--- config.mk ---
export PLATFORM = sky130hd
export DESIGN_NAME = alu_issue_stage
export DESIGN_NICKNAME = d
export VERILOG_FILES = /design/src/rtl/alu_pkg.sv /design/src/rtl/alu_issue_stage_decode.sv /design/src/rtl/alu_issue_stage.sv
export SDC_FILE = /design/constraint.sdc
export NUM_CORES = 1
export LEC_CHECK = 0
export BUFFER_PORTS_ARGS = -buffer_cell sky130_fd_sc_hd__buf_2
export CAP_MARGIN = 0
export CORE_MARGIN = 3
export CORE_UTILIZATION = 30
export DETAILED_ROUTE_END_ITERATION = 8
export PLACE_DENSITY = 0.54
export SYNTH_ARGS = -nofsm -noshare
export SYNTH_HDL_FRONTEND = slang
export SYNTH_HIERARCHICAL = 1
export SYNTH_SLANG_ARGS = --single-unit
--- constraint.sdc ---
create_clock -name clk -period 1.8 [get_ports clk]
set_clock_uncertainty 0.2 [all_clocks]
set_input_delay 0.36 -clock clk [delete_from_list [all_inputs] [get_ports clk]]
set_output_delay 0.36 -clock clk [all_outputs]
set_load 0.03 [all_outputs]
--- src/rtl/alu_pkg.sv ---
// Shared types and constants for the ALU issue stage.
// Op codes, ALU operation selects, control bundle and FSM states.
package alu_pkg;

    localparam logic [3:0] OP_AND = 4'd0;
    localparam logic [3:0] OP_OR  = 4'd1;
    localparam logic [3:0] OP_ADD = 4'd2;
    localparam logic [3:0] OP_SUB = 4'd6;
    localparam logic [3:0] OP_SLT = 4'd7;
    localparam logic [3:0] OP_NOR = 4'd12;

    localparam logic [1:0] ALU_AND = 2'b00;
    localparam logic [1:0] ALU_OR  = 2'b01;
    localparam logic [1:0] ALU_ADD = 2'b10;
    localparam logic [1:0] ALU_SLT = 2'b11;

    typedef struct packed {
        logic       inv_a;
        logic       inv_b;
        logic [1:0] operation;
    } alu_ctrl_t;

    typedef enum logic {
        RUN  = 1'b0,
        TRAP = 1'b1
    } fsm_state_t;

    // Only adder results can carry a meaningful overflow.
    function automatic logic ovf_qualifies(input logic [3:0] op);
        return (op == OP_ADD) || (op == OP_SUB);
    endfunction

endpackage

--- src/rtl/alu_issue_stage_decode.sv ---
// Op-code decoder: maps a 4-bit op onto ALU invert/operation controls.
// Unknown codes decode as AND and raise illegal.
module alu_op_decode
    import alu_pkg::*;
(
    input  logic [3:0] in_op,
    output alu_ctrl_t  ctrl,
    output logic       illegal
);

    always_comb begin
        ctrl.inv_a     = 1'b0;
        ctrl.inv_b     = 1'b0;
        ctrl.operation = ALU_AND;
        illegal        = 1'b0;
        unique case (1'b1)
            (in_op == OP_AND): ;
            (in_op == OP_OR):
                ctrl.operation = ALU_OR;
            (in_op == OP_ADD):
                ctrl.operation = ALU_ADD;
            (in_op == OP_SUB): begin
                ctrl.inv_b     = 1'b1;
                ctrl.operation = ALU_ADD;
            end
            (in_op == OP_SLT): begin
                ctrl.inv_b     = 1'b1;
                ctrl.operation = ALU_SLT;
            end
            (in_op == OP_NOR): begin
                ctrl.inv_a = 1'b1;
                ctrl.inv_b = 1'b1;
            end
            default:
                illegal = 1'b1;
        endcase
    end

endmodule

--- src/rtl/alu_issue_stage.sv ---
// Two-stage issue/retire front end for the external ripple ALU.
// Define ALU_OVF_TRAP_EN to stall issue on overflow until trap_ack.
module alu_issue_stage
    import alu_pkg::*;
#(
    parameter int TAG_W = 4,
    parameter int CNT_W = 16
) (
    input  logic             clk,
    input  logic             rst_n,
    input  logic             in_valid,
    output logic             in_ready,
    input  logic [3:0]       in_op,
    input  logic [31:0]      in_a,
    input  logic [31:0]      in_b,
    input  logic [TAG_W-1:0] in_tag,
    output logic [31:0]      alu_src1,
    output logic [31:0]      alu_src2,
    output logic             alu_invert_a,
    output logic             alu_invert_b,
    output logic [1:0]       alu_operation,
    input  logic [31:0]      alu_result,
    input  logic             alu_zero,
    input  logic             alu_overflow,
    output logic             out_valid,
    input  logic             out_ready,
    output logic [31:0]      out_result,
    output logic             out_zero,
    output logic             out_overflow,
    output logic             out_illegal,
    output logic [TAG_W-1:0] out_tag,
    output logic [CNT_W-1:0] ovf_count,
    output logic             trap,
    input  logic             trap_ack
);

    alu_ctrl_t        dec_ctrl;
    logic             dec_illegal;

    logic             s1_valid;
    alu_ctrl_t        s1_ctrl;
    logic [31:0]      s1_a;
    logic [31:0]      s1_b;
    logic [TAG_W-1:0] s1_tag;
    logic             s1_illegal;
    logic             s1_ovf_en;

    fsm_state_t       state_q;
    logic             run;
    logic             s2_load;
    logic             s1_adv;
    logic             accept;
    logic             qual_ovf;

    alu_op_decode u_dec (
        .in_op   (in_op),
        .ctrl    (dec_ctrl),
        .illegal (dec_illegal)
    );

    assign run      = (state_q == RUN);
    assign s2_load  = !out_valid || out_ready;
    assign s1_adv   = s1_valid && s2_load && run;
    assign in_ready = (!s1_valid || s1_adv) && run;
    assign accept   = in_valid && in_ready;
    assign qual_ovf = alu_overflow && s1_ovf_en;

    assign alu_src1      = s1_a;
    assign alu_src2      = s1_b;
    assign alu_invert_a  = s1_ctrl.inv_a;
    assign alu_invert_b  = s1_ctrl.inv_b;
    assign alu_operation = s1_ctrl.operation;

    always_ff @(posedge clk or negedge rst_n) begin
        if (!rst_n) begin
            s1_valid   <= 1'b0;
            s1_ctrl    <= '0;
            s1_a       <= '0;
            s1_b       <= '0;
            s1_tag     <= '0;
            s1_illegal <= 1'b0;
            s1_ovf_en  <= 1'b0;
        end else if (accept) begin
            s1_valid   <= 1'b1;
            s1_ctrl    <= dec_ctrl;
            s1_a       <= in_a;
            s1_b       <= in_b;
            s1_tag     <= in_tag;
            s1_illegal <= dec_illegal;
            s1_ovf_en  <= ovf_qualifies(in_op);
        end else if (s1_adv) begin
            s1_valid <= 1'b0;
        end
    end

    // Illegal ops retire as a zero result with zero flag set.
    always_ff @(posedge clk or negedge rst_n) begin
        if (!rst_n) begin
            out_valid    <= 1'b0;
            out_result   <= '0;
            out_zero     <= 1'b0;
            out_overflow <= 1'b0;
            out_illegal  <= 1'b0;
            out_tag      <= '0;
        end else if (s1_adv) begin
            out_valid    <= 1'b1;
            out_result   <= s1_illegal ? '0 : alu_result;
            out_zero     <= s1_illegal | alu_zero;
            out_overflow <= qual_ovf;
            out_illegal  <= s1_illegal;
            out_tag      <= s1_tag;
        end else if (out_ready) begin
            out_valid <= 1'b0;
        end
    end

    always_ff @(posedge clk or negedge rst_n) begin
        if (!rst_n) begin
            ovf_count <= '0;
        end else if (s1_adv && qual_ovf && (ovf_count != '1)) begin
            ovf_count <= ovf_count + CNT_W'(1);
        end
    end

`ifdef ALU_OVF_TRAP_EN
    fsm_state_t state_d;

    always_ff @(posedge clk or negedge rst_n) begin
        if (!rst_n) begin
            state_q <= RUN;
        end else begin
            state_q <= state_d;
        end
    end

    always_comb begin
        state_d = state_q;
        unique case (state_q)
            RUN:  if (s1_adv && qual_ovf) state_d = TRAP;
            TRAP: if (trap_ack) state_d = RUN;
            default: state_d = RUN;
        endcase
    end

    assign trap = (state_q == TRAP);
`else
    logic unused_trap_ack;

    assign state_q         = RUN;
    assign trap            = 1'b0;
    assign unused_trap_ack = trap_ack;
`endif

endmodule

==> impl_metrics.xml, run 1 <==
<?xml version="1.0" encoding="UTF-8"?>
<metrics>
  <group name="route">
    <metric name="drt-total-wl" unit="mm">15.01</metric>
    <metric name="avgViaCountPerCell" unit="">4.423</metric>
    <metric name="vias" unit="">4467</metric>
    <metric name="wl_per_cell" unit="um">14.86</metric>
    <metric name="drc_violation_total_after_the_first_tritonroute_iteration" unit="">133</metric>
    <metric name="drc" unit="">0</metric>
    <metric name="first_pass_iters" unit="">4</metric>
    <metric name="drt.antenna.violating_nets" unit="">0</metric>
  </group>
  <group name="synth">
    <metric name="postSynthCellCount" unit="">416</metric>
    <metric name="synth_top_area_share" unit="%">61.30</metric>
    <metric name="synth_cell_type_count" unit="">36</metric>
    <metric name="yosys-top-cells-area" unit="">dfrtp_1 61%, mux2_2 18%, nand2b_1 4.2%, nand2_1 3.4%, o21ai_0 3.3%</metric>
    <metric name="ys_seq_elements" unit="">131</metric>
    <metric name="synth.avg_cell_area" unit="um2">12.85</metric>
    <metric name="syn_nets" unit="">528</metric>
    <metric name="post-synth-top-area-cell" unit="">dfrtp_1</metric>
    <metric name="warnings_from_yosys" unit="">6</metric>
    <metric name="synth-seq-area-share" unit="%">61.30</metric>
    <metric name="synth.cell_area" unit="mm2">0.005348</metric>
  </group>
  <group name="cts">
    <metric name="cts_tree" unit="">yes</metric>
    <metric name="clockRootBuffer" unit="">clkbuf_16</metric>
    <metric name="numClockSinks" unit="">131</metric>
    <metric name="clock_insertion_delay_worst_skew" unit="ns">0.40</metric>
    <metric name="clk_pin_slew_worst_paths" unit="ns">0.05</metric>
    <metric name="cts.htree.levels" unit="">4</metric>
    <metric name="cts.path.max_buffers" unit="">2</metric>
    <metric name="cts_buf_count" unit="">17</metric>
  </group>
  <group name="setup_path">
    <metric name="arrival" unit="ns">1.82</metric>
    <metric name="worst-endpoint-required" unit="ns">1.88</metric>
    <metric name="setup.worst_path.class" unit="">register to register</metric>
    <metric name="startpoint_type" unit="">register</metric>
    <metric name="worst-path-max-fanout" unit="">5</metric>
    <metric name="critical_path.endpoint_type" unit="">register</metric>
  </group>
  <group name="cells_and_area">
    <metric name="proportion_of_layout_cells_with_a_drive_suffix_above_1" unit="%">53.13</metric>
    <metric name="postLayoutCellArea" unit="mm2">0.008618</metric>
    <metric name="finish.net_count" unit="">883</metric>
    <metric name="areaGrowthSynthToFinish" unit="%">61.16</metric>
    <metric name="final_cells" unit="">1010</metric>
    <metric name="area.sequential" unit="mm2">0.003299</metric>
    <metric name="fillCellCount" unit="">1556</metric>
    <metric name="multi_input_comb_area" unit="mm2">0.002042</metric>
  </group>
  <group name="sta">
    <metric name="slew_viols_final" unit="">0</metric>
    <metric name="max_clock_freq" unit="GHz">0.5747</metric>
    <metric name="timing.slew.headroom" unit="%">42.30</metric>
    <metric name="worst_hold_slack" unit="ns">0.02188</metric>
    <metric name="min_period" unit="ns">1.740</metric>
    <metric name="final.period_utilization" unit="%">96.68</metric>
    <metric name="rsz0062_at_grt" unit="">yes</metric>
    <metric name="timing_worst_slew_pin_value" unit="ns">0.8654</metric>
    <metric name="setup_ws" unit="ns">0.05982</metric>
    <metric name="setup_violations" unit="">0</metric>
    <metric name="total_count_of_hold_check_failures_in_the_final_report" unit="">0</metric>
  </group>
  <group name="placement">
    <metric name="gp_routability_congestion" unit="">0.7935</metric>
    <metric name="placed_area" unit="mm2">0.007118</metric>
    <metric name="hpwlAfterDp" unit="mm">10.71</metric>
    <metric name="place_inst" unit="">888</metric>
    <metric name="post-place-ws" unit="ns">0.003848</metric>
    <metric name="port_buffers" unit="">234</metric>
  </group>
  <group name="min_path">
    <metric name="min-delay-path-class" unit="">primary input to register</metric>
  </group>
  <group name="floorplan">
    <metric name="die_y" unit="um">139.5</metric>
    <metric name="die_w" unit="um">139.5</metric>
    <metric name="start_util" unit="%">30.81</metric>
    <metric name="num_io_pins" unit="">237</metric>
    <metric name="die-area" unit="mm2">0.01946</metric>
    <metric name="core_region_area" unit="mm2">0.01736</metric>
    <metric name="fp-row-count" unit="">48</metric>
  </group>
  <group name="pwr">
    <metric name="totalPowerFinal" unit="uW">9406</metric>
    <metric name="irDropWorstVdd" unit="mV">0.7313</metric>
    <metric name="static-leakage-power" unit="uW">0.004166</metric>
    <metric name="power_density_normalized_to_cell_area" unit="mW/mm2">1091</metric>
  </group>
  <group name="job">
    <metric name="maxCapViolations" unit="">0</metric>
  </group>
  <group name="global_routing">
    <metric name="global_route_wire_length_before_repair" unit="mm">24.54</metric>
    <metric name="globalRouteOverflowTotal" unit="">0</metric>
    <metric name="global_route.usage.total" unit="%">15.64</metric>
    <metric name="maximum_number_of_pins_on_one_net_before_global_route_repair" unit="">50</metric>
    <metric name="antenna_found_initial" unit="">2</metric>
    <metric name="grt_pass1_vias" unit="">5000</metric>
  </group>
  <group name="run_status">
    <metric name="outcome" unit="">finished, final reports clean</metric>
  </group>
</metrics>
## through the flow
step                      utilization [%]  TNS (ns)
after floorplan                         -    -7.005
after global placement              41.01  -0.01997
after detailed placement            41.01         0
after CTS                           49.47         0
after global routing                49.65  -0.03836
final                               49.65         0
## cell usage in the layout, fill, tap and decap left out, types with 3 or more instances in the layout
master / netlist / routed
nor3_1: 5 / 4
nand3_1: 4 / 3
nor4_2: 0 / 3
clkbuf_16: 0 / 17
dfrtp_2: 0 / 17
nand4_1: 6 / 6
nor3b_1: 3 / 3
clkinv_2: 0 / 4
bufinv_16: 0 / 3
dlygate4sd3_1: 0 / 86
xor2_1: 7 / 7
buf_6: 0 / 3
clkinvlp_4: 0 / 3
buf_4: 1 / 29
nor2_1: 7 / 7
o21ai_0: 35 / 35
buf_2: 9 / 232
buf_12: 0 / 6
mux2_2: 85 / 83
nand2_1: 48 / 46
a21oi_1: 3 / 3
dfrtp_1: 131 / 114
nand2b_1: 36 / 36
## sequential cells by signal, indices dropped and copies added, names as in the netlist
name	cells
s1_valid	1
ovf_count	16
out_illegal	1
alu_invert_a	1
s1_ovf_en	1
s1_tag	4
out_tag	4
s1_illegal	1
out_overflow	1
out_valid	1
alu_src1	32
alu_invert_b	1
alu_operation	2
out_zero	1
alu_src2	32
out_result	32
## path summary, 6_finish.rpt
| path | start | to | slack, ns | depth (start not counted) |
|---|---|---|---|---|
| setup / recovery | ovf_count[5] | ovf_count[13] | 0.06 | 4 |
| hold / removal | alu_result[13] | out_result[13] | 0.02 | 3 |
| setup reg to reg | ovf_count[5] | ovf_count[13] | 0.06 | 4 |
| hold reg to reg | out_result[5] | out_result[5] | 0.28 | 2 |
| max in group asynchronous | rst_n | out_result[18] | 0.63 | 3 |
| min in group asynchronous | rst_n | alu_src1[22] | 0.19 | 2 |
## cells in the mapped netlist (all sizes together)
cell,count
dfrtp,131
mux2,85
nand2,48
nand2b,36
o21ai,35
buf,10
clkbuf,10
nand4,8
nor2,8
xor2,7
nor4,6
nor3,5
nand3,4
a21oi,3
nor3b,3
or2,2
or3,2
a2111oi,1
a211oi,1
and3b,1
and4,1
and4b,1
and4bb,1
conb,1
ha,1
inv,1
mux2i,1
nand3b,1
nor2b,1
nor4b,1
## repair_timing
item | 4_1_cts | 5_1_grt
resized for setup | 2 | 4
hold endpoints to repair | 196 | 0
pin swaps | 0 | 3
hold buffers | 86 | 0
buffers inserted | 2 | 2
endpoints found under the setup margin | 1 | 7
## critical path: stages (launching register included)
cell and delay (ns):
dfrtp_2 0.41, nand4_4 0.13, or2_4 0.30, nor4_2 0.22
mux2_2 0.36
## layer usage
metal	GRT usage, %	part of all wire, %
met2	27.91	52
met4	5.922	2.4
met3	5.567	6.0
met5	0	0
met1	17.02	39
## layout make-up
type | count | share of cell area (%)
timing repair buffer | 356 | 27.77
inverter | 1 | 0.04355
tap | 225 | 3.267
antenna | 2 | 0.05807
clock buffer | 21 | 5.343
clock inverter | 10 | 1.539
sequential | 131 | 38.28
multi-input combinational | 264 | 23.69
## kinds of logic after synthesis
group                      after synthesis  synth area share [%]
DFF                                    131                 61.30
and+or+nand+nor                        129                 13.55
muxes                                   86                 18.09
AOI/OAI and AO/OA                       40                 3.861
buffers and inverters                   21                 1.755
xor gates and xnor gates                 7                 1.146
adders and majority gates                1                0.2339
other                                    1               0.07012
## power breakdown
group,internal [uW],switching [uW],total (uW)
Sequential,3370,261,3630
Combinational,917,1400,2320
Clock,2230,1230,3460
Total,6520,2890,9410
(Power assumes the default switching activity.)
==> inputs of run 2 (changes only) <==
Clock period 1.8 ns to 1.4 ns, I/O delays scaled along.
==> run 2 against run 1 <==
The run now ends with negative setup slack left. Hold slack better by 0.028 ns. Combinational power is 110% higher. Final area grew 33%. Power increased by 47%. Wire length up 38%. Sequential share of layout area decreased by 9.6 points. Sequential power is 32% higher. Clock-buffer cell count increased by 1. Clock power increased by 16%.
==> impl_metrics.xml, run 2 (synthesized netlist as in run 1, its figures left out) <==
<?xml version="1.0" encoding="UTF-8"?>
<metrics>
  <group name="job">
    <metric name="maxCapViolations" unit="">0</metric>
  </group>
  <group name="cells_and_area">
    <metric name="proportion_of_layout_cells_with_a_drive_suffix_above_1" unit="%">64.47</metric>
    <metric name="areaGrowthSynthToFinish" unit="%">114.9</metric>
    <metric name="finish.net_count" unit="">1026</metric>
    <metric name="postLayoutCellArea" unit="mm2">0.01149</metric>
    <metric name="final_core_utilization" unit="%">66.21</metric>
    <metric name="most_frequent_standard_cell_in_the_layout_excluding_fill_and_tap_cells" unit="">buf_6</metric>
    <metric name="layout_common_cells" unit="">153 x buf_6, 114 x dfrtp_1, 108 x buf_2, 104 x dlygate4sd3_1, 101 x buf_4</metric>
  </group>
  <group name="pwr">
    <metric name="irDropWorstVdd" unit="mV">0.8598</metric>
    <metric name="static-leakage-power" unit="uW">0.005641</metric>
    <metric name="power_density_normalized_to_cell_area" unit="mW/mm2">1200</metric>
  </group>
  <group name="sta">
    <metric name="slew_viols_final" unit="">0</metric>
    <metric name="final.period_utilization" unit="%">126.0</metric>
    <metric name="final.setup.tns" unit="ns">-32.52</metric>
    <metric name="min_period" unit="ns">1.764</metric>
    <metric name="rsz0062_at_grt" unit="">yes</metric>
    <metric name="setup_ws" unit="ns">-0.3642</metric>
    <metric name="setup_violations" unit="">253</metric>
    <metric name="total_count_of_hold_check_failures_in_the_final_report" unit="">0</metric>
    <metric name="max_clock_freq" unit="GHz">0.5668</metric>
  </group>
  <group name="global_routing">
    <metric name="use_met2" unit="%">35.09</metric>
    <metric name="globalRouteMet3Util" unit="%">5.326</metric>
    <metric name="maximum_number_of_pins_on_one_net_before_global_route_repair" unit="">37</metric>
    <metric name="grt_most_used_layer" unit="">met2</metric>
    <metric name="grt_pass1_vias" unit="">5716</metric>
    <metric name="antenna_found_initial" unit="">1</metric>
    <metric name="globalRouteOverflowTotal" unit="">0</metric>
    <metric name="met1_usage" unit="%">22.17</metric>
    <metric name="global_route.usage.total" unit="%">19.73</metric>
    <metric name="global_route_wire_length_before_repair" unit="mm">30.15</metric>
  </group>
  <group name="cts">
    <metric name="cts_buf_count" unit="">17</metric>
    <metric name="cts_tree" unit="">yes</metric>
    <metric name="clockRootBuffer" unit="">clkbuf_16</metric>
    <metric name="clock_insertion_delay_worst_skew" unit="ns">0.42</metric>
    <metric name="cts.path.max_buffers" unit="">2</metric>
    <metric name="numClockSinks" unit="">131</metric>
    <metric name="clk_pin_slew_worst_paths" unit="ns">0.06</metric>
    <metric name="cts.htree.levels" unit="">4</metric>
  </group>
  <group name="min_path">
    <metric name="min-delay-path-class" unit="">primary input to register</metric>
  </group>
  <group name="setup_path">
    <metric name="startpoint_type" unit="">register</metric>
    <metric name="arrival" unit="ns">1.86</metric>
    <metric name="critical_path.endpoint_type" unit="">register</metric>
    <metric name="worst-endpoint-required" unit="ns">1.49</metric>
    <metric name="setup.worst_path.class" unit="">register to register</metric>
    <metric name="worst-path-max-fanout" unit="">6</metric>
  </group>
  <group name="floorplan">
    <metric name="die_w" unit="um">139.5</metric>
    <metric name="die_y" unit="um">139.5</metric>
    <metric name="num_io_pins" unit="">237</metric>
    <metric name="core_region_area" unit="mm2">0.01736</metric>
    <metric name="die-area" unit="mm2">0.01946</metric>
    <metric name="start_util" unit="%">30.81</metric>
    <metric name="fp-row-count" unit="">48</metric>
  </group>
  <group name="placement">
    <metric name="port_buffers" unit="">234</metric>
    <metric name="post-place-ws" unit="ns">-0.3431</metric>
    <metric name="gp_routability_congestion" unit="">0.7880</metric>
    <metric name="placed_area" unit="mm2">0.007415</metric>
    <metric name="hpwlAfterDp" unit="mm">10.80</metric>
  </group>
  <group name="run_status">
    <metric name="outcome" unit="">finished, violations left</metric>
    <metric name="violations" unit="">negative setup slack</metric>
  </group>
  <group name="route">
    <metric name="drt.antenna.violating_nets" unit="">0</metric>
    <metric name="avgViaCountPerCell" unit="">4.549</metric>
    <metric name="first_pass_iters" unit="">4</metric>
    <metric name="wl_per_cell" unit="um">17.95</metric>
    <metric name="drt-total-wl" unit="mm">20.68</metric>
    <metric name="drc_violation_total_after_the_first_tritonroute_iteration" unit="">141</metric>
    <metric name="drc" unit="">0</metric>
    <metric name="vias" unit="">5240</metric>
  </group>
</metrics>
run 2: changes by cell type in the layout (fill, tap and decap cells not counted), moves of 18 or more:
cell / change
buf_2: -124
mux2_4: +62
nand2_1: -25
buf_4: +72
dlygate4sd3_1: +18
mux2_2: -62
o21ai_1: +21
nand2_2: +18
o21ai_0: -34
buf_6: +150
run 2: worst paths after layout:
| check | startpoint | end | slack [ns] | depth (start not counted) |
|---|---|---|---|---|
| max | ovf_count[11] | ovf_count[2] | -0.36 | 5 |
| min | in_valid | s1_valid | 0.05 | 2 |
| max reg2reg | ovf_count[11] | ovf_count[2] | -0.36 | 5 |
| min reg2reg | out_result[17] | out_result[17] | 0.31 | 2 |
| max in group asynchronous | rst_n | alu_src1[31] | 0.42 | 3 |
| min in group asynchronous | rst_n | ovf_count[12] | 0.09 | 2 |
run 2: power breakdown:
part	switching (uW)	internal, uW	leakage, uW
combinational	2300	2680	0.00380
sequential	455	4330	0.00160
clock	1650	2380	0.000250
total	4400	9390	0.00564
run 2: per-layer routing:
metal | up-vias | part of all wire (%)
met5 | - | 0
met4 | 0 | 2.7
met3 | 43 | 4.7
met2 | 172 | 54
met1 | 2577 | 39
li1 | 2448 | -
run 2: cell type report:
cell class                 instances  area (um2)
clock buffer                      22       474.2
fill                            1195        5864
sequential                       131        3299
clock inverter                     9       57.56
timing repair buffer             498        4723
antenna                            1       2.502
inverter                           1       3.754
multi-input combinational        265        2650
tap                              225       281.5
run 2: timing repair:
| item | 4_1_cts | 5_1_grt |
|---|---|---|
| hold buffers | 104 | 0 |
| endpoints found under the hold margin | 233 | 0 |
| setup endpoints to repair | 253 | 254 |
| gates cloned | 10 | 7 |
| pin swaps | 14 | 26 |
| buffers inserted | 35 | 60 |
| gates resized for setup | 312 | 175 |
run 2: critical path: stages (launching register included):
cell,delay (ns)
dfrtp_2,0.41
nand4_4,0.21
nor4_4,0.43
buf_6,0.20
nor3b_2,0.06
xor2_1,0.13
run 2: through the flow:
stage	instances	total power [uW]	hold slack, ns
final	1152	13790	0.04996
after global routing	1152	14390	0.04982
after CTS	1096	13090	0.03749
after detailed placement	916	7668	-0.03557
after global placement	916	7599	-0.03466
after floorplan	416	6485	-0.2156
==> inputs of run 3 (changes only) <==
Settings changed: TNS_END_PERCENT set to 10.
==> run 3 against run 2 <==
The flow finishes with violations (negative hold slack, negative setup slack). Worst setup slack worse by 0.044 ns. Critical path depth down 1. Clock-buffer cell count down 3. Flip-flop and latch count unchanged. Sequential power down 1%. First-iteration DRC count down 20%. Sequential share of layout area up 4.1 points. Utilization down 8.4 points. Combinational power down 23%. Register-to-register slack worse by 0.04 ns. Via count down 9.4%. Non-clock buffer count down 93. Largest power group is now sequential cells. Highest routed layer is now met5.
==> impl_metrics.xml, run 3 (synthesized netlist as in run 1, its figures left out) <==
<?xml version="1.0" encoding="UTF-8"?>
<metrics>
  <group name="run_status">
    <metric name="outcome" unit="">finished, violations left</metric>
    <metric name="violations" unit="">negative hold slack, negative setup slack</metric>
  </group>
  <group name="setup_path">
    <metric name="worst-path-max-fanout" unit="">2</metric>
    <metric name="setup.worst_path.class" unit="">register to output pin</metric>
    <metric name="timing.rr.start" unit="">out_valid</metric>
    <metric name="arrival" unit="ns">1.33</metric>
    <metric name="startpoint_type" unit="">register</metric>
    <metric name="worst-endpoint-required" unit="ns">0.92</metric>
    <metric name="reg2reg_depth" unit="">6</metric>
    <metric name="critical_path.endpoint_type" unit="">output pin</metric>
    <metric name="rr_endpoint" unit="">alu_src2[21]</metric>
    <metric name="critical_path.startpoint" unit="">out_valid</metric>
    <metric name="timing.critical_path.to" unit="">in_ready</metric>
    <metric name="timing.reg2reg.setup_slack" unit="ns">-0.40</metric>
  </group>
  <group name="route">
    <metric name="drt.antenna.violating_nets" unit="">0</metric>
    <metric name="drt-total-wl" unit="mm">16.17</metric>
    <metric name="vias" unit="">4748</metric>
    <metric name="first_pass_iters" unit="">4</metric>
    <metric name="drc" unit="">0</metric>
    <metric name="avgViaCountPerCell" unit="">4.488</metric>
    <metric name="drc_violation_total_after_the_first_tritonroute_iteration" unit="">113</metric>
    <metric name="wl_per_cell" unit="um">15.29</metric>
  </group>
  <group name="cts">
    <metric name="cts.path.max_buffers" unit="">2</metric>
    <metric name="cts_buf_count" unit="">17</metric>
    <metric name="cts_hold_repair.buffers" unit="">103</metric>
    <metric name="numClockSinks" unit="">131</metric>
    <metric name="cts.htree.levels" unit="">4</metric>
    <metric name="clk_pin_slew_worst_paths" unit="ns">0.06</metric>
    <metric name="clockRootBuffer" unit="">clkbuf_16</metric>
    <metric name="cts_tree" unit="">yes</metric>
    <metric name="clock_insertion_delay_worst_skew" unit="ns">0.41</metric>
  </group>
  <group name="pwr">
    <metric name="static-leakage-power" unit="uW">0.004701</metric>
    <metric name="power_density_normalized_to_cell_area" unit="mW/mm2">1264</metric>
    <metric name="irDropWorstVdd" unit="mV">0.8178</metric>
  </group>
  <group name="floorplan">
    <metric name="die_w" unit="um">139.5</metric>
    <metric name="fp-row-count" unit="">48</metric>
    <metric name="core_region_area" unit="mm2">0.01736</metric>
    <metric name="start_util" unit="%">30.81</metric>
    <metric name="die-area" unit="mm2">0.01946</metric>
    <metric name="num_io_pins" unit="">237</metric>
    <metric name="die_y" unit="um">139.5</metric>
  </group>
  <group name="sta">
    <metric name="worst_hold_slack" unit="ns">-0.03757</metric>
    <metric name="final.setup.tns" unit="ns">-37.84</metric>
    <metric name="total_count_of_hold_check_failures_in_the_final_report" unit="">1</metric>
    <metric name="max_clock_freq" unit="GHz">0.5529</metric>
    <metric name="slew_viols_final" unit="">0</metric>
    <metric name="min_period" unit="ns">1.809</metric>
    <metric name="setup_ws" unit="ns">-0.4085</metric>
    <metric name="rsz0062_at_grt" unit="">yes</metric>
    <metric name="final.period_utilization" unit="%">129.2</metric>
    <metric name="setup_violations" unit="">251</metric>
  </group>
  <group name="cells_and_area">
    <metric name="final_core_utilization" unit="%">57.84</metric>
    <metric name="finish.net_count" unit="">932</metric>
    <metric name="multi_input_comb_area" unit="mm2">0.002172</metric>
    <metric name="postLayoutCellArea" unit="mm2">0.01004</metric>
    <metric name="proportion_of_layout_cells_with_a_drive_suffix_above_1" unit="%">54.86</metric>
    <metric name="layout_common_cells" unit="">148 x buf_6, 122 x dfrtp_1, 109 x buf_2, 103 x dlygate4sd3_1, 82 x mux2_2</metric>
    <metric name="area.sequential" unit="mm2">0.003289</metric>
    <metric name="areaGrowthSynthToFinish" unit="%">87.72</metric>
    <metric name="antenna_cells" unit="">0</metric>
    <metric name="fillCellCount" unit="">1377</metric>
    <metric name="most_frequent_standard_cell_in_the_layout_excluding_fill_and_tap_cells" unit="">buf_6</metric>
  </group>
  <group name="global_routing">
    <metric name="use_met2" unit="%">30.03</metric>
    <metric name="antenna_found_initial" unit="">1</metric>
    <metric name="globalRouteMet3Util" unit="%">6.598</metric>
    <metric name="met1_usage" unit="%">19.09</metric>
    <metric name="global_route.usage.total" unit="%">17.02</metric>
    <metric name="maximum_number_of_pins_on_one_net_before_global_route_repair" unit="">46</metric>
    <metric name="grt_most_used_layer" unit="">met2</metric>
    <metric name="global_route_wire_length_before_repair" unit="mm">26.61</metric>
    <metric name="globalRouteOverflowTotal" unit="">0</metric>
    <metric name="grt_pass1_vias" unit="">5280</metric>
  </group>
  <group name="job">
    <metric name="maxCapViolations" unit="">0</metric>
  </group>
  <group name="min_path">
    <metric name="min-delay-path-class" unit="">primary input to register</metric>
  </group>
  <group name="placement">
    <metric name="hpwlAfterDp" unit="mm">10.41</metric>
    <metric name="placed_area" unit="mm2">0.007242</metric>
    <metric name="gp_routability_congestion" unit="">0.7989</metric>
    <metric name="port_buffers" unit="">234</metric>
    <metric name="post-place-ws" unit="ns">-0.4921</metric>
  </group>
</metrics>
[run 3: changes by cell type in the layout (fill, tap and decap cells not counted), moves of 13 or more]
| cell | before | now |
|---|---|---|
| mux2_4 | 64 | 3 |
| nand2_2 | 19 | 2 |
| o21ai_0 | 1 | 27 |
| mux2_2 | 21 | 82 |
| nand2_1 | 21 | 45 |
| o21ai_1 | 21 | 8 |
| buf_4 | 101 | 34 |
[run 3: repair_timing]
item | in CTS | in global routing
hold endpoints to repair | 233 | 1
gates cloned | 2 | 0
endpoints found under the setup margin | 247 | 252
resized for setup | 280 | 38
pin swaps | 5 | 15
buffers inserted | 5 | 7
[run 3: layout make-up]
type | instances | area share [%]
Multi-Input combinational cell | 264 | 21.64
Tap cell | 225 | 2.804
Clock buffer | 19 | 4.512
Sequential cell | 131 | 32.77
Clock inverter | 13 | 0.9722
Timing Repair Buffer | 405 | 37.27
Inverter | 1 | 0.03739
[run 3: how the worst min path moves through the flow]
stage,start,to,slack [ns],depth (start not counted)
detailed placement,rst_n,alu_src1[17],-0.02,1
CTS,out_ready,out_valid,0.01,3
global route,out_ready,out_valid,-0.05,3
floorplan,rst_n,alu_invert_a,-0.22,0
finish,out_ready,out_valid,-0.04,3
global placement,rst_n,alu_src1[17],-0.01,1
[run 3: report_power, final]
part           total [uW]  leakage, uW  switching [uW]  internal, uW
Clock                4110     0.000263            1740          2370
Combinational        3840      0.00283            1910          1930
Sequential           4740      0.00161             407          4330
[run 3: worst max-delay path: stages (launching register included)]
cell and delay [ns]:
dfrtp_2 0.43, buf_6 0.12, nand3b_1 0.11, buf_4 0.14, buf_6 0.12
[run 3: stage by stage]
stage | total power, uW | cells | hold slack (ns)
after detailed placement | 7575 | 909 | -0.01513
final | 12690 | 1058 | -0.03757
after global routing | 13310 | 1058 | -0.05150
after floorplan | 6434 | 416 | -0.2156
after global placement | 7506 | 909 | -0.01396
after CTS | 12820 | 1051 | 0.01408
[run 3: layer usage]
layer  wire (um)  part of all wire [%]
met5           7                 0.043
met4         253                   1.6
met3        1135                   7.0
met2        8602                    53
met1        6176                    38
